File: src/rtl/spi_master_param.sv
// Parameterised SPI master with a small register interface: CPOL/CPHA/bit-order
// control, programmable sclk divider, up to 8 active-low slave selects.
module spi_master_param #(
  parameter int unsigned DATA_W = 32,
  parameter int unsigned NSS    = 4,
  parameter int unsigned DIV_W  = 8,
  parameter int unsigned ADDR_W = 3
) (
  input  logic              clk,
  input  logic              rst,
  output logic              sclk,
  output logic [NSS-1:0]    ss,
  output logic              mosi,
  input  logic              miso,
  input  logic [DATA_W-1:0] data_in,
  output logic [DATA_W-1:0] data_out,
  input  logic [ADDR_W-1:0] address,
  input  logic              sel,
  input  logic              read,
  input  logic              write,
  output logic              interrupt
);

  localparam int unsigned EW = $clog2(2 * DATA_W) + 1;
  localparam logic [EW-1:0] LAST_EDGE = EW'(2 * DATA_W - 1);

  localparam logic [ADDR_W-1:0] A_CTRL   = ADDR_W'(0);
  localparam logic [ADDR_W-1:0] A_CLKDIV = ADDR_W'(1);
  localparam logic [ADDR_W-1:0] A_TX     = ADDR_W'(2);
  localparam logic [ADDR_W-1:0] A_RX     = ADDR_W'(3);
  localparam logic [ADDR_W-1:0] A_STATUS = ADDR_W'(4);
  localparam logic [ADDR_W-1:0] A_INT_EN = ADDR_W'(5);

  typedef enum logic [1:0] {IDLE, SETUP, XFER, HOLD} state_t;

  state_t            state;
  logic [5:0]        ctrl;
  logic [DIV_W-1:0]  clkdiv;
  logic [DIV_W-1:0]  cnt;
  logic [DATA_W-1:0] rx;
  logic [DATA_W-1:0] shreg;
  logic [EW-1:0]     edges;
  logic              ready;
  logic              int_en;
  logic              f_cpha;
  logic              f_lsb;
  logic              samp;

  logic busy, wr, rd, tx_start, rx_read;

  assign wr        = sel & write;
  assign rd        = sel & read;
  assign busy      = (state != IDLE);
  assign tx_start  = wr && (address == A_TX) && !busy;
  assign rx_read   = rd && (address == A_RX);
  assign interrupt = int_en & ready;

  function automatic logic [DATA_W-1:0] shift_in(input logic [DATA_W-1:0] sr,
                                                 input logic b, input logic lsb);
    return lsb ? {b, sr[DATA_W-1:1]} : {sr[DATA_W-2:0], b};
  endfunction

  function automatic logic out_bit(input logic [DATA_W-1:0] sr, input logic lsb);
    return lsb ? sr[0] : sr[DATA_W-1];
  endfunction

  // An index beyond the populated lines leaves every select high.
  function automatic logic [NSS-1:0] ss_decode(input logic [2:0] idx);
    logic [NSS-1:0] v;
    v = '1;
    for (int unsigned i = 0; i < NSS; i++)
      if (32'(idx) == i) v[i] = 1'b0;
    return v;
  endfunction

  always_comb begin
    data_out = '0;
    if (address == A_CTRL)        data_out = DATA_W'(ctrl);
    else if (address == A_CLKDIV) data_out = DATA_W'(clkdiv);
    else if (address == A_RX)     data_out = rx;
    else if (address == A_STATUS) data_out = DATA_W'({busy, ready});
    else if (address == A_INT_EN) data_out = DATA_W'(int_en);
  end

  always_ff @(posedge clk or posedge rst) begin
    if (rst) begin
      state  <= IDLE;
      ctrl   <= '0;
      clkdiv <= '0;
      cnt    <= '0;
      rx     <= '0;
      shreg  <= '0;
      edges  <= '0;
      ready  <= 1'b0;
      int_en <= 1'b0;
      f_cpha <= 1'b0;
      f_lsb  <= 1'b0;
      samp   <= 1'b0;
      sclk   <= 1'b0;
      ss     <= '1;
      mosi   <= 1'b0;
    end else begin
      if (wr && address == A_INT_EN)         int_en <= data_in[0];
      if (wr && address == A_CTRL && !busy)   ctrl   <= data_in[5:0];
      if (wr && address == A_CLKDIV && !busy) clkdiv <= data_in[DIV_W-1:0];
      if (rx_read) ready <= 1'b0;

      case (state)
        IDLE: begin
          sclk <= ctrl[0];
          if (tx_start) begin
            shreg  <= data_in;
            f_cpha <= ctrl[1];
            f_lsb  <= ctrl[2];
            ready  <= 1'b0;
            ss     <= ss_decode(ctrl[5:3]);
            mosi   <= out_bit(data_in, ctrl[2]);
            cnt    <= clkdiv;
            edges  <= '0;
            state  <= SETUP;
          end
        end
        SETUP: begin
          if (cnt == '0) begin
            cnt   <= clkdiv;
            state <= XFER;
          end else begin
            cnt <= cnt - 1'b1;
          end
        end
        XFER: begin
          if (cnt == '0) begin
            cnt   <= clkdiv;
            sclk  <= ~sclk;
            edges <= edges + 1'b1;
            // Even edge count = leading edge, odd = trailing edge.
            if (!edges[0]) begin
              if (!f_cpha) begin
                samp <= miso;
              end else begin
                mosi  <= out_bit(shreg, f_lsb);
                shreg <= shift_in(shreg, 1'b0, f_lsb);
              end
            end else begin
              if (!f_cpha) begin
                shreg <= shift_in(shreg, samp, f_lsb);
                mosi  <= out_bit(shift_in(shreg, samp, f_lsb), f_lsb);
              end else if (f_lsb) begin
                shreg[DATA_W-1] <= miso;
              end else begin
                shreg[0] <= miso;
              end
            end
            if (edges == LAST_EDGE) state <= HOLD;
          end else begin
            cnt <= cnt - 1'b1;
          end
        end
        HOLD: begin
          if (cnt == '0) begin
            ss    <= '1;
            rx    <= shreg;
            ready <= 1'b1;
            state <= IDLE;
          end else begin
            cnt <= cnt - 1'b1;
          end
        end
        default: state <= IDLE;
      endcase
    end
  end

endmodule

File: config.mk
export PLATFORM = sky130hd
export DESIGN_NAME = spi_master_param
export DESIGN_NICKNAME = d
export VERILOG_FILES = /design/src/rtl/spi_master_param.sv
export SDC_FILE = /design/constraint.sdc
export NUM_CORES = 1
export LEC_CHECK = 0
export CAP_MARGIN = 20
export CORE_UTILIZATION = 25
export CTS_CLUSTER_DIAMETER = 60
export DETAILED_ROUTE_END_ITERATION = 10
export PLACE_DENSITY = 0.52
export SKIP_CTS_REPAIR_TIMING = 1
export SLEW_MARGIN = 20
export SYNTH_ARGS = -nofsm -noshare
export SYNTH_HDL_FRONTEND = slang
export SYNTH_SLANG_ARGS = --single-unit
File: constraint.sdc
create_clock -name clk -period 2.8 [get_ports clk]
set_input_delay 0.28 -clock clk [delete_from_list [all_inputs] [get_ports clk]]
set_output_delay 0.28 -clock clk [all_outputs]
set_load 0.01 [all_outputs]
==> metrics.md <==
| Metric | Value |
|---|---|
| Worst endpoint data arrival time | 2.29 ns |
| ANT cells | 0 |
| CTS tree | yes |
| Period utilisation layout | 0.9175 |
| Clock network power share | 0.167 |
| Synth Flop Type | dfrtp_1 |
| Clock buffer count from CTS | 9 |
| Reg clk slew, reported paths | 0.08 ns |
| H-tree level count | 3 |
| Post-synth top area share | 0.4417 |
| Drt wl/cell | 16.44 um |
| Minimum clock period | 2.569 ns |
| GR Util met1 | 0.1685 |
| Vias in the first global route | 4,546 |
| RSZ-0062 raised after global routing | no |
| Routed WL | 14,930 um |
| Synth Cell Area | 5778 um^2 |
| Switching pwr | 3.111 mW |
| Iteration-0 DRC Markers | 270 |
| Clock Sinks | 106 |
| Fmax | 389.3 MHz |
| Worst slew margin | 0.5082 |
| Seq pwr share | 0.381 |
| Gr usage total | 0.1306 |
| Comb pwr share | 0.452 |
| Clk Latency, worst-skew pair | 0.35 ns |
| RR Startpoint | cnt[0] |
| Die width | 154.0 um |
| Setup TNS | 0 ns |
| Gpl congestion | 0.9630 |
| Total vias in the final route | 4,470 |
| Die ar. | 23,720 um^2 |
| Clk_skew | 0.008879 ns |
| Initial Utilization | 0.2552 |
| First-pass GRT wire length | 24,550 um |
| Core area | 22,640 um^2 |
| Crit path launch type | register |
| Syn Nets | 585 |
| Initial antenna violation count | 0 |
| Port bufs | 79 |
| Status | completed |
| Crit-path max cell delay | 0.47 ns |
| Area leader, netlist | dfrtp_1 |
| Sequential area share after synthesis | 0.4599 |
| FFs w/ async S/R, synth | 1.000 |
| Clk root buf | clkbuf_16 |
| Grt met3 use | 0.02565 |
| DR DRC count | 0 |
| Height of the die | 154.0 um |
| Ratio of cells with drive above 1 in the final layout | 0.1782 |
| Post-route ant nets | 0 |
| Family with the most delay on the worst path | compound AO/OA/AOI/OAI gates |
| Cell Rows | 55 |
| Synth area leaders | dfrtp_1, mux2_2, mux2i_1, mux2_1, a21oi_1 |
| Synth cell types | 56 |
| Syn avg cell area | 10.74 um^2 |
| GR peak layer | met2 |
| Worst Tran Pin Value | 0.7377 ns |
| Max-Cap Viols | 0 |
| Internal | 4.866 mW |
| Io pins | 80 |
| CP required | 2.52 ns |
| Layout net count | 665 |
| Via density per instance | 4.923 |
| CP Capture Type | primary output |
| VDD IR max | 0.3645 mV |
| GRT met2 Usage | 0.2115 |
| Leakage | 3.068 nW |
| Crit path launch | state[0] |
| CP Buf/Inv Count | 2 |
| FF+latch count, synth | 106 |
| Dpl hpwl | 11,010 um |
| PwrDens | 1095 nW/um^2 |
| Pin count of the biggest net entering global routing | 36 |
| CP max-delay cell | clkdlybuf4s50_1 |
| CP Cell Sequence | inv_1 -> ha_1 -> a21oi_1 -> a21oi_1 -> o21ai_0 -> a21o_1 -> clkdlybuf4s50_1 |
| Worst Path Max Fanout | 8 |
| Final slew viol count | 0 |
| Post-Syn Instances | 538 |
| Pwr Total | 7.977 mW |
| P&R area growth vs syn | 26.05% |
| Switching Fraction | 0.3900 |
| Crit-path most repeated cell | a21oi_1 |
| Setup CP Type | register to primary output |
| Final Hold Vio Count | 0 |
| Final setup vio count | 0 |
| Total number of yosys warnings | 0 |
| Max clock buf depth | 2 |
| Gr ovfl total | 0 |
| Post-synth EDFFs | 0 |
| DR pass1 iterations | 6 |
| Hold Crit Class | primary input to async pin |
## logic make-up (layout without fill, tap and decap cells)
family | after synthesis | count (layout) | share of synthesized area
and+or+nand+nor | 149 | 149 | 0.1414
DFF | 106 | 106 | 0.4599
buffers and inverters | 46 | 131 | 0.03486
AOI/OAI and AO/OA | 106 | 106 | 0.1156
muxes | 125 | 125 | 0.2352
adders and majority gates | 6 | 6 | 0.01299
## per-stage QoR
step | utilization | cells | cell area, um^2 | hold WS, ns | worst slack, ns
2_1_floorplan | - | 538 | 5782 | 0.4305 | 0.6592
3_3_place_gp | 0.3080 | 892 | 6974 | 0.4876 | 0.3324
3_5_place_dp | 0.3080 | 892 | 6974 | 0.4857 | 0.3300
4_1_cts | 0.3217 | 908 | 7283 | 0.3353 | 0.2243
5_1_grt | 0.3217 | 908 | 7283 | 0.3690 | 0.1101
6_report | 0.3217 | 908 | 7283 | 0.3175 | 0.2310
## cell usage after synthesis (all sizes together), types with 2 or more instances
| cell | instances |
|---|---|
| o211a | 2 |
| nand2b | 4 |
| nor2b | 3 |
| o31ai | 4 |
| nand3b | 4 |
| or4 | 7 |
| mux2 | 86 |
| a2111oi | 2 |
| o21a | 3 |
| a2bb2oi | 3 |
| mux2i | 39 |
| and3 | 3 |
| nor3 | 11 |
| a31oi | 3 |
| a22oi | 5 |
| o2bb2ai | 2 |
| or3 | 2 |
| clkbuf | 20 |
| nand3 | 8 |
| and3b | 4 |
| nor2 | 52 |
| a21boi | 2 |
| a32oi | 3 |
| nand2 | 16 |
| nor4 | 3 |
| buf | 12 |
| a31o | 2 |
| o22ai | 7 |
| and2 | 25 |
| ha | 6 |
| a21o | 2 |
| inv | 14 |
| a21oi | 44 |
| o21ai | 15 |
| dfrtp | 102 |
| o211ai | 3 |
| dfstp | 4 |
## state kept, by name, summed over array words and instances, names as in the netlist
register / flops
samp: 1
clkdiv: 8
cnt: 8
sclk: 1
int_en: 1
ctrl: 6
rx: 32
ss: 4
ready: 1
f_cpha: 1
state: 2
f_lsb: 1
mosi: 1
shreg: 32
edges: 7
## cell usage in the layout (no fill, tap or decap), types with 3 or more instances in the layout
cell	instances
dfrtp_1	101
clkdlybuf4s50_1	79
mux2_2	57
nor2_1	52
a21oi_1	44
mux2i_1	39
mux2_1	29
and2_1	25
buf_4	20
nand2_1	16
o21ai_0	14
inv_1	13
nor3_1	10
clkbuf_16	9
nand3_1	8
or4_1	7
o22ai_1	7
a22oi_1	5
ha_1	5
nand2b_1	4
nand3b_1	4
and3b_1	4
o31ai_1	4
dfstp_2	4
o21a_1	3
nor2b_1	3
and3_1	3
a2bb2oi_1	3
a32oi_1	3
o211ai_1	3
## power groups by stage
stage	Sequential, mW	Clock [mW]	Combinational, mW
floorplan	2.73	0	2.81
global placement	3.05	0	3.53
CTS	3.05	1.37	3.64
global route	3.16	1.45	3.98
detailed placement	3.08	0	3.63
finish	3.04	1.33	3.61
## path summary, 6_finish.rpt
path | slack, ns | to | cells past startpoint
max in group asynchronous | 1.79 | shreg[8] | 3
setup reg to reg | 0.42 | cnt[5] | 8
setup / recovery | 0.23 | data_out[1] | 7
hold reg to reg | 0.50 | rx[29] | 1
hold / removal | 0.32 | edges[2] | 2
min in group clk | 0.50 | rx[29] | 1
## per-layer routing
layer,routed length (um),part of all wire,vias up
met2,7053,0.47,146
met3,583,0.039,28
met1,6848,0.46,2192
li1,-,-,2104
met4,441,0.030,0
met5,0,0,-
## worst reg2reg max path, cell delays in order (launching register included)
cell     delay [ns]
dfrtp_1        0.41
inv_1          0.10
ha_1           0.25
nor4b_4        0.30
buf_4          0.20
nand3_1        0.17
buf_4          0.32
nand2_1        0.34
o22ai_1        0.16
## final cells by class
type | count | area [um^2]
inverters | 14 | 56.30
flip-flops and latches | 106 | 2659
fillers | 2276 | 15360
multi-input cells | 386 | 2922
repair buffers | 101 | 980.9
clock buffers | 9 | 225.2
clock inverters | 7 | 83.83
well taps | 285 | 356.6
(Power assumes the default switching activity.)
